==> src/rtl/qm_minterm_scanner_pkg.sv <==
// ----------------------------------------------------------------------------
// qm_pkg
// Shared constants and the scanner state type for qm_minterm_scanner.
//   N_VARS  : default number of evaluator inputs
//   TT_BITS : truth-table width (one bit per input combination)
//   IDX_W   : width of a minterm index / probe vector
// ----------------------------------------------------------------------------
package qm_pkg;

   localparam int N_VARS  = 6;
   localparam int TT_BITS = 2**N_VARS;
   localparam int IDX_W   = N_VARS;

   typedef enum logic [1:0] {
      S_IDLE,
      S_SCAN,
      S_EMIT,
      S_DONE
   } state_t;

endpackage

==> src/rtl/qm_minterm_scanner_if.sv <==
// ----------------------------------------------------------------------------
// qm_minterm_scanner_if
// Valid/ready stream carrying minterm indices out of the scanner.
//   m_valid : index on m_data is valid           (master -> slave)
//   m_data  : minterm index, N_VARS bits          (master -> slave)
//   m_ready : slave accepts when m_valid&m_ready  (slave -> master)
// ----------------------------------------------------------------------------
interface qm_minterm_scanner_if #(
   parameter int N_VARS = qm_pkg::IDX_W
);

   logic              m_valid;
   logic [N_VARS-1:0] m_data;
   logic              m_ready;

   modport master (
      output m_valid,
      output m_data,
      input  m_ready
   );

   modport slave (
      input  m_valid,
      input  m_data,
      output m_ready
   );

endinterface

==> src/rtl/qm_minterm_scanner_idx_counter.sv <==
// ----------------------------------------------------------------------------
// qm_idx_counter
// Index counter for the scanner; its register is the probe vector itself.
//   clk, reset : clock, synchronous active-high reset
//   i_clr      : synchronous clear to 0
//   i_en       : advance by one
//   o_idx      : current index
//   o_is_last  : index is the final combination (all ones)
// ----------------------------------------------------------------------------
module qm_idx_counter #(
   parameter int W = qm_pkg::IDX_W
) (
   input  logic         clk,
   input  logic         reset,
   input  logic         i_clr,
   input  logic         i_en,
   output logic [W-1:0] o_idx,
   output logic         o_is_last
);

   logic [W-1:0] r_idx;

   always_ff @(posedge clk) begin
      if (reset || i_clr) begin
         r_idx <= '0;
      end else if (i_en) begin
         r_idx <= r_idx + 1'b1;
      end
   end

   assign o_idx     = r_idx;
   assign o_is_last = &r_idx;

endmodule

==> src/rtl/qm_minterm_scanner.sv <==
// ----------------------------------------------------------------------------
// qm_minterm_scanner
// Walks every input combination of an N_VARS-input combinational evaluator,
// records its truth table and streams out each minterm index.
//   clk, reset    : clock, synchronous active-high reset
//   start         : one-cycle scan request, ignored while busy
//   probe         : input vector driven onto the evaluator
//   eval_in       : evaluator output for the current probe
//   m_if          : minterm index stream (master side)
//   truth_table   : bit i = evaluator output for probe i, held after a scan
//   minterm_count : number of ones found (N_VARS+1 bits, no wrap at full)
//   busy          : high in SCAN, EMIT and DONE
//   done          : one-cycle pulse while in DONE
//
// state  | meaning
// S_IDLE | waiting for start; results of the last scan held
// S_SCAN | sample eval_in for the current probe, one cycle per index
// S_EMIT | minterm offered on the stream, probe frozen until accepted
// S_DONE | done pulse, then back to idle
// ----------------------------------------------------------------------------
module qm_minterm_scanner #(
   parameter int N_VARS = qm_pkg::N_VARS
) (
   input  logic                   clk,
   input  logic                   reset,
   input  logic                   start,
   output logic [N_VARS-1:0]      probe,
   input  logic                   eval_in,
   qm_minterm_scanner_if.master   m_if,
   output logic [(2**N_VARS)-1:0] truth_table,
   output logic [N_VARS:0]        minterm_count,
   output logic                   busy,
   output logic                   done
);

   import qm_pkg::*;

   localparam int LP_TT = 2**N_VARS;

   state_t              r_state;
   logic                r_m_valid;
   logic [N_VARS-1:0]   r_m_data;
   logic [LP_TT-1:0]    r_tt;
   logic [N_VARS:0]     r_cnt;
   logic                r_busy;
   logic                r_done;

   logic [N_VARS-1:0]   w_idx;
   logic                w_is_last;
   logic                w_clr;
   logic                w_en;
   logic                w_hs;

   assign w_hs  = r_m_valid && m_if.m_ready;
   assign w_clr = (r_state == S_IDLE) && start;

   // Advance on a zero sample in SCAN, or on acceptance in EMIT; never past
   // the last index so probe stays at the final combination into DONE.
   assign w_en  = !w_is_last &&
                  (((r_state == S_SCAN) && !eval_in) ||
                   ((r_state == S_EMIT) && w_hs));

   qm_idx_counter #(
      .W (N_VARS)
   ) u_idx (
      .clk       (clk),
      .reset     (reset),
      .i_clr     (w_clr),
      .i_en      (w_en),
      .o_idx     (w_idx),
      .o_is_last (w_is_last)
   );

   always_ff @(posedge clk) begin
      if (reset) begin
         r_state   <= S_IDLE;
         r_m_valid <= 1'b0;
         r_m_data  <= '0;
         r_tt      <= '0;
         r_cnt     <= '0;
         r_busy    <= 1'b0;
         r_done    <= 1'b0;
      end else begin
         r_done <= 1'b0;
         case (r_state)
            S_IDLE: begin
               if (start) begin
                  r_tt    <= '0;
                  r_cnt   <= '0;
                  r_busy  <= 1'b1;
                  r_state <= S_SCAN;
               end
            end
            S_SCAN: begin
               r_tt[w_idx] <= eval_in;
               if (eval_in) begin
                  r_m_valid <= 1'b1;
                  r_m_data  <= w_idx;
                  r_cnt     <= r_cnt + 1'b1;
                  r_state   <= S_EMIT;
               end else if (w_is_last) begin
                  r_done  <= 1'b1;
                  r_state <= S_DONE;
               end
            end
            S_EMIT: begin
               if (w_hs) begin
                  r_m_valid <= 1'b0;
                  if (w_is_last) begin
                     r_done  <= 1'b1;
                     r_state <= S_DONE;
                  end else begin
                     r_state <= S_SCAN;
                  end
               end
            end
            S_DONE: begin
               r_busy  <= 1'b0;
               r_state <= S_IDLE;
            end
            default: begin
               r_state <= S_IDLE;
            end
         endcase
      end
   end

   assign probe         = w_idx;
   assign m_if.m_valid  = r_m_valid;
   assign m_if.m_data   = r_m_data;
   assign truth_table   = r_tt;
   assign minterm_count = r_cnt;
   assign busy          = r_busy;
   assign done          = r_done;

endmodule

==> src/flat_wrapper.sv <==
// flat-port wrapper written by rule: the top's interface ports become plain ports
module qm_minterm_scanner_flat import qm_pkg::*;
#(
   parameter int N_VARS = qm_pkg::N_VARS
)
  (clk, reset, start, probe, eval_in, truth_table, minterm_count, busy, done, m_if_m_valid, m_if_m_data, m_if_m_ready);
  qm_minterm_scanner_if #(.N_VARS(N_VARS)) m_if_i ();
  input  logic clk;
  input  logic reset;
  input  logic start;
  output logic [N_VARS-1:0] probe;
  input  logic eval_in;
  output logic [(2**N_VARS)-1:0] truth_table;
  output logic [N_VARS:0] minterm_count;
  output logic busy;
  output logic done;
  output wire logic [$bits(m_if_i.m_valid)-1:0] m_if_m_valid;
  output wire logic [$bits(m_if_i.m_data)-1:0] m_if_m_data;
  input wire logic [$bits(m_if_i.m_ready)-1:0] m_if_m_ready;
  assign m_if_m_valid = m_if_i.m_valid;
  assign m_if_m_data = m_if_i.m_data;
  assign m_if_i.m_ready = m_if_m_ready;
  qm_minterm_scanner #(.N_VARS(N_VARS)) u_core (.clk(clk), .reset(reset), .start(start), .probe(probe), .eval_in(eval_in), .m_if(m_if_i), .truth_table(truth_table), .minterm_count(minterm_count), .busy(busy), .done(done));
endmodule
==> config.mk <==
export PLATFORM = sky130hd
export DESIGN_NAME = qm_minterm_scanner_flat
export DESIGN_NICKNAME = d
export VERILOG_FILES = /design/src/rtl/qm_minterm_scanner_pkg.sv /design/src/rtl/qm_minterm_scanner_if.sv /design/src/rtl/qm_minterm_scanner_idx_counter.sv /design/src/rtl/qm_minterm_scanner.sv /design/src/flat_wrapper.sv
export SDC_FILE = /design/constraint.sdc
export NUM_CORES = 1
export LEC_CHECK = 0
export CAP_MARGIN = 5
export CORE_MARGIN = 2
export CORE_UTILIZATION = 25
export CTS_CLUSTER_SIZE = 10
export DETAILED_ROUTE_END_ITERATION = 8
export SLEW_MARGIN = 15
export SYNTH_ARGS = -nofsm -noshare
export SYNTH_HDL_FRONTEND = slang
export SYNTH_HIERARCHICAL = 1
export SYNTH_SLANG_ARGS = --single-unit
export TNS_END_PERCENT = 30
==> constraint.sdc <==
create_clock -name clk -period 2.87 [get_ports clk]
set_clock_uncertainty 0.05 [all_clocks]
set_input_delay 0.287 -clock clk [delete_from_list [all_inputs] [get_ports clk]]
set_output_delay 0.287 -clock clk [all_outputs]
set_load 0.05 [all_outputs]
==> results.toml, run 1 <==
[outcome]
outcome = "complete, no violations"

[routing]
detailedRoute.firstPassIterationCount = 5
num_vias = 3891
drt_wl_total_um = 12600
detail_route.iter0.violations = 424
drt-wirelength-per-cell_um = 16.0
avgViaCountPerCell = 4.94
route.antenna.remaining_nets = 0
drcViolationCount = 0

[grt]
pin_count_of_the_biggest_net_entering_global_routing = 37
first_global_vias = 3603
number_of_antenna_violations_at_the_first_check_in_global_routing = 0
grt_overflow_total = 0
track_usage = 0.143
grt_pass1_wl_um = 19900

[pwr]
power.ir.vdd_worst_uv = 359
cellPowerDensity_mw_per_mm2 = 588
p_leak_nw = 2.01

[synthesis]
postSynthNetCount = 501
netlist_top_cells_count = "sky130_fd_sc_hd__dfxtp_1, sky130_fd_sc_hd__o21ai_0, sky130_fd_sc_hd__nand2_1, sky130_fd_sc_hd__a21oi_1, sky130_fd_sc_hd__a22o_1"
synthDistinctLibCells = 55
number_of_cells_produced_by_synthesis = 488
postSynthRegisterBits = 88
ys_async_sr_fraction = 0
ys_top_cells_by_area = "sky130_fd_sc_hd__dfxtp_1, sky130_fd_sc_hd__o21ai_0, sky130_fd_sc_hd__a21oi_1, sky130_fd_sc_hd__nand2_1, sky130_fd_sc_hd__a22o_1"
netlist.area_leader.share = 0.434
synthMostInstantiatedCell = "sky130_fd_sc_hd__dfxtp_1"
post_synth.cell_area_avg_um2 = 8.32
yosys.area.top_type = "sky130_fd_sc_hd__dfxtp_1"
seq_area_frac_synth = 0.434
postSynth.topFlopCell = "sky130_fd_sc_hd__dfxtp_1"
synth_area_mm2 = 0.00406
synth_edf_count = 0
ys.warnings.count = 6

[clock_network]
clk_path_buf_depth = 2
cts_post_setup_buffers_inserted = 0
cell_at_the_root_of_the_clock_tree = "sky130_fd_sc_hd__clkbuf_16"
cts_resized = 0
postCtsHoldBufs = 0
tritoncts = "built"
clk_transition_reported_paths_ns = 0.07
numCtsBuffers = 9
clock_sink_count = 88
clkLatencyLatePin_ns = 0.34
htree_levels = 3

[placed_design]
place_ws_ns = 0.255
io_buffers = 90
dp.final_hpwl_um = 8900
rd_place_congestion = 0.796

[die]
floorplan.die_area_mm2 = 0.0173
rows = 46
initial_utilization = 0.256
floorplan.die.width_um = 131
placeable_core_region_mm2 = 0.0159
boundaryPins = 91
die_height_um = 131

[critical_path]
path_class = "flip-flop to flip-flop"
critical_path_required_ns = 3.10
critical_path.startpoint_type = "flip-flop"
max_fanout_on_critical_path = 11
worst-endpoint-arrival_ns = 2.78
timing.critical_path.to_type = "flip-flop"

[timing]
timing.fmax_mhz = 392
period_share = 0.889
rsz_0062_raised_after_global_routing = "false"
timing.final.hold_violations = 0
setup_total_negative_slack_ns = 0
setup_ws_ns = 0.317
setup_viol = 0
final.min_clock_period_ns = 2.55
max_slew_headroom_at_the_worst_pin = 0.407
worst-slew-pin-transition_ns = 0.889
final_max_slew_viol_count = 0

[cells_and_area]
antenna_cells = 0
final_net_count = 580
drive_gt1_frac = 0.0787
layout_area_overhead_pct = 35.1

[job]
timing.max_cap.violations = 0

[min_path]
min_path_type = "flip-flop to flip-flop"
==> cells in the final DEF, fill, tap and decap left out, drive strengths merged, types with 8 or more instances in the layout <==
| cell | n |
|---|---|
| o21ai | 103 |
| clkdlybuf4s50 | 90 |
| dfxtp | 88 |
| nand2 | 59 |
| a21oi | 46 |
| a22o | 21 |
| nor2 | 19 |
| buf | 14 |
| nand3 | 10 |
| clkbuf | 10 |
| nor3 | 9 |
| ha | 8 |
==> area by class of cell <==
class | count | area (um^2)
Sequential cell | 88 | 1760
Fill cell | 1664 | 10400
Multi-Input combinational cell | 359 | 2110
Timing Repair Buffer | 104 | 1010
Tap cell | 216 | 270
Clock buffer | 10 | 239
Inverter | 5 | 18.8
Clock inverter | 6 | 75.1
==> registers in the layout, summed over array words and instances (netlist names) <==
register	count
u_core/u_idx/o_idx	6
u_core/truth_table	64
u_core/r_state	2
u_core/minterm_count	7
u_core/m_if.m_valid	1
u_core/busy	1
u_core/m_if.m_data	6
u_core/done	1
==> cells by family (layout without fill, tap and decap cells) <==
| family | Yosys count | after routing | share of synthesized area |
|---|---|---|---|
| compound gates | 189 | 189 | 0.267 |
| simple gates | 152 | 152 | 0.205 |
| flops | 88 | 88 | 0.434 |
| buf+inv | 41 | 125 | 0.0462 |
| fa+ha+maj | 8 | 8 | 0.0247 |
| xor+xnor | 8 | 8 | 0.0173 |
| mux | 2 | 2 | 0.00524 |
==> stage by stage <==
| step | hold slack (ns) | utilization | power (mW) | cells | area [um^2] |
|---|---|---|---|---|---|
| after floorplan | 0.483 | - | 1.86 | 488 | 4060 |
| after global placement | 0.407 | 0.325 | 2.00 | 772 | 5170 |
| after detailed placement | 0.412 | 0.325 | 2.02 | 772 | 5170 |
| after CTS | 0.428 | 0.345 | 3.24 | 788 | 5480 |
| after global routing | 0.446 | 0.345 | 3.40 | 788 | 5480 |
| final | 0.428 | 0.345 | 3.22 | 788 | 5480 |
==> routing by layer <==
metal  vias up  GRT usage  part of all wire
li1       1901          -                 -
met1      1824      0.186              0.44
met2       158      0.236              0.48
met3         8     0.0421             0.074
met4         0     0.0278            0.0084
met5         -          0                 0
==> final timing paths <==
kind | startpoint | endpoint | slack [ns] | depth (start not counted)
worst min-delay path | u_core/truth_table[63] | u_core/truth_table[63] | 0.43 | 1
worst max register to register | u_core/r_state[1] | u_core/u_idx/o_idx[5] | 0.32 | 8
worst max-delay path | u_core/r_state[1] | u_core/u_idx/o_idx[5] | 0.32 | 8
worst min register to register | u_core/truth_table[63] | u_core/truth_table[63] | 0.43 | 1
==> worst max-delay path, cell delays in order (launching register included) <==
cell and delay (ns):
sky130_fd_sc_hd__dfxtp_1 0.38, sky130_fd_sc_hd__inv_1 0.12, sky130_fd_sc_hd__ha_1 0.39, sky130_fd_sc_hd__nor2b_2 0.35, sky130_fd_sc_hd__a31oi_1 0.10, sky130_fd_sc_hd__nor2_1 0.39, sky130_fd_sc_hd__nand4_2 0.19, sky130_fd_sc_hd__or3_1 0.39
sky130_fd_sc_hd__a21oi_1 0.14
==> where the power goes <==
| part | leakage, nW | switching [mW] | internal, mW |
|---|---|---|---|
| combinational | 1.15 | 0.482 | 0.241 |
| clock | 0.151 | 0.508 | 0.710 |
| sequential | 0.709 | 0.0338 | 1.25 |
(Power assumes the default switching activity.)
==> inputs of run 2 (changes only) <==
CORE_UTILIZATION = 50   (was 25)
PLACE_DENSITY = 0.79   (was unset)
==> run 2 against run 1 <==
  * First-iteration DRC count decreased by 17%
  * Wire length is 12% lower
  * Utilization is 33 points higher
  * Clock-buffer cell count unchanged
  * Worst setup slack got worse by 0.019 ns
  * Global-route usage is 11 points higher
  * Via count up 2.3%
  * Total power is 6.9% lower
  * Register-to-register slack got worse by 0.02 ns
  * Critical path type unchanged
  * Highest routed layer unchanged
==> results.toml, run 2 (same netlist as run 1, synthesis figures left out) <==
[grt]
first_global_vias = 3464
grt_busiest_layer = "met2"
grt_overflow_total = 0
grtUsageMet1 = 0.327
grt_util_met2 = 0.416
pin_count_of_the_biggest_net_entering_global_routing = 37
grt_pass1_wl_um = 17600
track_usage = 0.251
globalRouteMet3Util = 0.0482
number_of_antenna_violations_at_the_first_check_in_global_routing = 0

[outcome]
outcome = "complete, no violations"

[clock_network]
tritoncts = "built"
cts_post_setup_buffers_inserted = 0
htree_levels = 3
postCtsHoldBufs = 0
clock_sink_count = 88
clk_transition_reported_paths_ns = 0.09
numCtsBuffers = 9
cts_resized = 0
clk_path_buf_depth = 2
cell_at_the_root_of_the_clock_tree = "sky130_fd_sc_hd__clkbuf_8"
clkLatencyLatePin_ns = 0.34

[job]
timing.max_cap.violations = 0

[timing]
rsz_0062_raised_after_global_routing = "false"
setup_total_negative_slack_ns = 0
final_max_slew_viol_count = 0
setup_viol = 0
timing.fmax_mhz = 389
period_share = 0.896
final.min_clock_period_ns = 2.57
hold_ws_ns = 0.416
worst-slew-pin-transition_ns = 0.815
timing.final.hold_violations = 0
max_slew_headroom_at_the_worst_pin = 0.456

[placed_design]
rd_place_congestion = 0.832
io_buffers = 90
dp.final_hpwl_um = 7710

[critical_path]
critical_path_required_ns = 3.10
path_class = "flip-flop to flip-flop"
cpPeakStageDelay_ns = 0.41
r2r_slack_ns = 0.30
rr_endpoint = "u_core/u_idx/o_idx[5]"
slowest_stage = "sky130_fd_sc_hd__nor2b_1"
critical_path.startpoint_type = "flip-flop"
max_fanout_on_critical_path = 11
worst-endpoint-arrival_ns = 2.80
ff2ff_path_depth = 8
timing.critical_path.to_type = "flip-flop"
crit_path_cell_chain = "inv_1 -> ha_1 -> nor2b_1 -> a31oi_1 -> nor2_1 -> nand4_2 -> or3_1 -> a21oi_1"
critical_path.reg2reg.startpoint = "u_core/r_state[1]"

[pwr]
power.ir.vdd_worst_uv = 389
p_leak_nw = 1.97
cellPowerDensity_mw_per_mm2 = 571

[routing]
detailedRoute.firstPassIterationCount = 6
detail_route.iter0.violations = 350
avgViaCountPerCell = 5.91
drcViolationCount = 0
route.antenna.remaining_nets = 0
drt_wl_total_um = 11000
drt-wirelength-per-cell_um = 16.4
num_vias = 3979

[cells_and_area]
final_cell_mix = "sky130_fd_sc_hd__clkdlybuf4s50_1, sky130_fd_sc_hd__dfxtp_1, sky130_fd_sc_hd__o21ai_0"
largest_reg_flops = 64
antenna_cells = 0
layout_commonest_cell = "sky130_fd_sc_hd__clkdlybuf4s50_1"
final_net_count = 580
drive_gt1_frac = 0.0736
layout_area_overhead_pct = 29.5

[min_path]
holdPathEnd = "u_core/m_if.m_data[5]"
min_path_type = "flip-flop to flip-flop"
hp-start = "u_core/m_if.m_data[5]"
hold_crit_depth = 2

[die]
floorplan.die_area_mm2 = 0.00885
boundaryPins = 91
die_height_um = 94.1
placeable_core_region_mm2 = 0.00781
initial_utilization = 0.520
floorplan.die.width_um = 94.1
rows = 32
-- run 2: cell types whose count changed in the layout (fill, tap and decap cells not counted) --
cell | before | now
sky130_fd_sc_hd__clkbuf_16 | 9 | 0
sky130_fd_sc_hd__clkbuf_8 | 1 | 9
sky130_fd_sc_hd__bufinv_16 | 1 | 3
sky130_fd_sc_hd__clkinv_4 | 2 | 0
sky130_fd_sc_hd__clkbuf_1 | 0 | 1
sky130_fd_sc_hd__clkinv_2 | 0 | 1
sky130_fd_sc_hd__clkinvlp_4 | 1 | 0
sky130_fd_sc_hd__inv_8 | 1 | 0
sky130_fd_sc_hd__nor2b_1 | 5 | 6
sky130_fd_sc_hd__nor2b_2 | 1 | 0
-- run 2: power by group --
part           total, mW  switching [mW]  internal [mW]
Sequential          1.28          0.0324           1.25
Clock               1.00           0.424          0.576
Combinational      0.722           0.481          0.241
-- run 2: area by class of cell --
cell class / count / area, um^2
clock buffer: 10 / 128
clock inverter: 5 / 104
fill: 658 / 2550
inverter: 5 / 18.8
multi-input combinational: 359 / 2110
sequential: 88 / 1760
tap: 102 / 128
timing repair buffer: 104 / 1010
-- run 2: layer usage --
metal / vias up / wire, um
met2: 167 / 5340
li1: 1905 / -
met5: - / 0
met1: 1885 / 4840
met4: 0 / 223
met3: 22 / 642
-- run 2: critical path: cells and delay by family (launching register included) --
kind / cells / cell delay (ns)
and+or+nand+nor: 4 / 1.33
adders and majority gates: 1 / 0.37
buffers and inverters: 1 / 0.13
AOI/OAI and AO/OA: 2 / 0.24
DFF: 1 / 0.38
-- run 2: metrics by stage --
step                      power (mW)  setup slack [ns]   util  std cells  area (um^2)
after floorplan                 1.86             0.729      -        488         4060
after global placement          1.99             0.451  0.643        658         5020
after detailed placement        2.01             0.353  0.643        658         5020
after CTS                       3.00             0.324  0.673        673         5260
after global routing            3.15            0.0972  0.673        673         5260
final                           3.00             0.298  0.673        673         5260
-- run 2: worst max path at each step --
| stage | start | end | slack (ns) | depth (start not counted) |
|---|---|---|---|---|
| CTS | u_core/r_state[1] | u_core/u_idx/o_idx[5] | 0.32 | 8 |
| global placement | eval_in | u_core/u_idx/o_idx[5] | 0.45 | 7 |
| global route | u_core/r_state[1] | u_core/u_idx/o_idx[5] | 0.1 | 8 |
| finish | u_core/r_state[1] | u_core/u_idx/o_idx[5] | 0.30 | 8 |
| detailed placement | u_core/r_state[1] | u_core/u_idx/o_idx[5] | 0.35 | 8 |
| floorplan | u_core/r_state[1] | u_core/u_idx/o_idx[5] | 0.73 | 9 |
==> inputs of run 3 (changes only) <==
PLACE_DENSITY = 0.86   (was 0.79)
==> run 3 against run 2 <==
  * First-iteration DRC count rose by 17%
  * Sequential power about the same
  * Clock-buffer cell count did not move
  * Fmax down 4.2%
  * Critical path depth stayed put
  * Register-to-register slack worse by 0.11 ns
  * Largest cell class unchanged
  * Highest routed layer unchanged
==> results.toml, run 3 (same netlist as run 1, synthesis figures left out) <==
[critical_path]
timing.critical_path.max_delay_family = "simple AND/OR/NAND/NOR gates"
timing.critical_path.to_type = "flip-flop"
critical_path.reg2reg.startpoint = "u_core/r_state[1]"
crit_buf_inv = 1
max_fanout_on_critical_path = 11
critical_path.startpoint_type = "flip-flop"
rr_endpoint = "u_core/u_idx/o_idx[5]"
ff2ff_path_depth = 8
critical_path_required_ns = 3.10
worst-endpoint-arrival_ns = 2.91
crit_path_cell_chain = "inv_1 -> ha_1 -> nor2b_1 -> a31oi_1 -> nor2_1 -> nand4_2 -> or3_1 -> a21oi_1"
r2r_slack_ns = 0.19
cpPeakStageDelay_ns = 0.43
path_class = "flip-flop to flip-flop"
slowest_stage = "sky130_fd_sc_hd__nor2b_1"

[cells_and_area]
final_core_utilization = 0.663
multi_input_area_mm2 = 0.00211
layout_area_overhead_pct = 27.6
drive_gt1_frac = 0.0719
antenna_cells = 0
count_of_filler_cells_inserted_in_the_layout = 685
final_net_count = 578
layout.area.seq_mm2 = 0.00176
layout_commonest_cell = "sky130_fd_sc_hd__clkdlybuf4s50_1"
final_cell_mix = "sky130_fd_sc_hd__clkdlybuf4s50_1, sky130_fd_sc_hd__dfxtp_1, sky130_fd_sc_hd__o21ai_0"
largest_reg_flops = 64

[outcome]
outcome = "complete, no violations"

[clock_network]
htree_levels = 3
clk_path_buf_depth = 2
postCtsHoldBufs = 0
tritoncts = "built"
numCtsBuffers = 9
clk_transition_reported_paths_ns = 0.08
cell_at_the_root_of_the_clock_tree = "sky130_fd_sc_hd__clkbuf_8"
clkLatencyLatePin_ns = 0.35
cts_resized = 0
clock_sink_count = 88
cts_post_setup_buffers_inserted = 0

[routing]
route.antenna.remaining_nets = 0
avgViaCountPerCell = 5.89
num_vias = 3960
drt-wirelength-per-cell_um = 16.9
drt_wl_total_um = 11400
detail_route.iter0.violations = 409
drcViolationCount = 0
detailedRoute.firstPassIterationCount = 5

[timing]
rsz_0062_raised_after_global_routing = "false"
setup_total_negative_slack_ns = 0
final_max_slew_viol_count = 0
worst-slew-pin-transition_ns = 0.822
max_slew_headroom_at_the_worst_pin = 0.452
setup_ws_ns = 0.187
final.min_clock_period_ns = 2.68
timing.fmax_mhz = 373
timing.final.hold_violations = 0
setup_viol = 0
period_share = 0.935

[min_path]
holdPathEnd = "u_core/m_if.m_data[4]"
hp-start = "u_core/m_if.m_data[4]"
hold_crit_depth = 2
min_path_type = "flip-flop to flip-flop"

[placed_design]
io_buffers = 90
place_ws_ns = 0.259
rd_place_congestion = 0.853
dp.final_hpwl_um = 7970

[pwr]
cellPowerDensity_mw_per_mm2 = 535
p_comb_frac = 0.261
share_clk_of_total_power = 0.278
report.power.total_mw = 2.77
power.ir.vdd_worst_uv = 442
p_sw_frac = 0.349
p_leak_nw = 1.93
p_sw_mw = 0.968
pwr-share-seq = 0.462
power_report.internal_total_mw = 1.81

[die]
floorplan.die.width_um = 94.1
placeable_core_region_mm2 = 0.00781
rows = 32
die_height_um = 94.1
floorplan.die_area_mm2 = 0.00885
initial_utilization = 0.520
boundaryPins = 91

[grt]
first_global_vias = 3780
grtUsageMet1 = 0.343
grt_util_met2 = 0.418
pin_count_of_the_biggest_net_entering_global_routing = 37
grt_pass1_wl_um = 18500
globalRouteMet3Util = 0.0594
track_usage = 0.262
grt_overflow_total = 0
number_of_antenna_violations_at_the_first_check_in_global_routing = 0
grt_busiest_layer = "met2"

[job]
timing.max_cap.violations = 0
run 3: worst max path at each step:
| stage | slack [ns] | startpoint | to | depth (start not counted) |
|---|---|---|---|---|
| after floorplan | 0.73 | u_core/r_state[1] | u_core/u_idx/o_idx[5] | 9 |
| after global placement | 0.47 | eval_in | u_core/u_idx/o_idx[5] | 7 |
| after detailed placement | 0.26 | eval_in | u_core/u_idx/o_idx[5] | 7 |
| after CTS | 0.22 | u_core/r_state[1] | u_core/u_idx/o_idx[5] | 8 |
| after global routing | 0.04 | u_core/r_state[1] | u_core/u_idx/o_idx[5] | 8 |
| final | 0.19 | u_core/r_state[1] | u_core/u_idx/o_idx[5] | 8 |
run 3: area by class of cell:
| class | count | area share |
|---|---|---|
| Sequential cell | 88 | 0.340 |
| Inverter | 5 | 0.00362 |
| Clock buffer | 10 | 0.0246 |
| Clock inverter | 6 | 0.00821 |
| Multi-Input combinational cell | 359 | 0.407 |
| Tap cell | 102 | 0.0246 |
| Timing Repair Buffer | 102 | 0.191 |
run 3: metrics by stage:
stage	hold slack (ns)	instance area, um^2	std cells
floorplan	0.483	4060	488
global placement	0.394	5010	656
detailed placement	0.406	5010	656
CTS	0.421	5180	672
global route	0.448	5180	672
finish	0.419	5180	672
run 3: power by group through the flow:
stage / clock [mW] / combinational (mW) / sequential, mW
floorplan: 0 / 0.500 / 1.37
global placement: 0 / 0.684 / 1.31
detailed placement: 0 / 0.705 / 1.31
CTS: 0.778 / 0.710 / 1.28
global route: 0.831 / 0.806 / 1.29
finish: 0.770 / 0.723 / 1.28
run 3: per-layer routing:
| layer | share of wire | up-vias |
|---|---|---|
| met2 | 0.47 | 190 |
| met1 | 0.42 | 1854 |
| met4 | 0.027 | 0 |
| met3 | 0.076 | 21 |
| met5 | 0 | - |
| li1 | - | 1895 |
run 3: worst reg2reg max path: stages (launching register included):
cell	delay, ns
sky130_fd_sc_hd__dfxtp_1	0.38
sky130_fd_sc_hd__inv_1	0.12
sky130_fd_sc_hd__ha_1	0.37
sky130_fd_sc_hd__nor2b_1	0.43
sky130_fd_sc_hd__a31oi_1	0.10
sky130_fd_sc_hd__nor2_1	0.38
sky130_fd_sc_hd__nand4_2	0.20
sky130_fd_sc_hd__or3_1	0.40
sky130_fd_sc_hd__a21oi_1	0.18
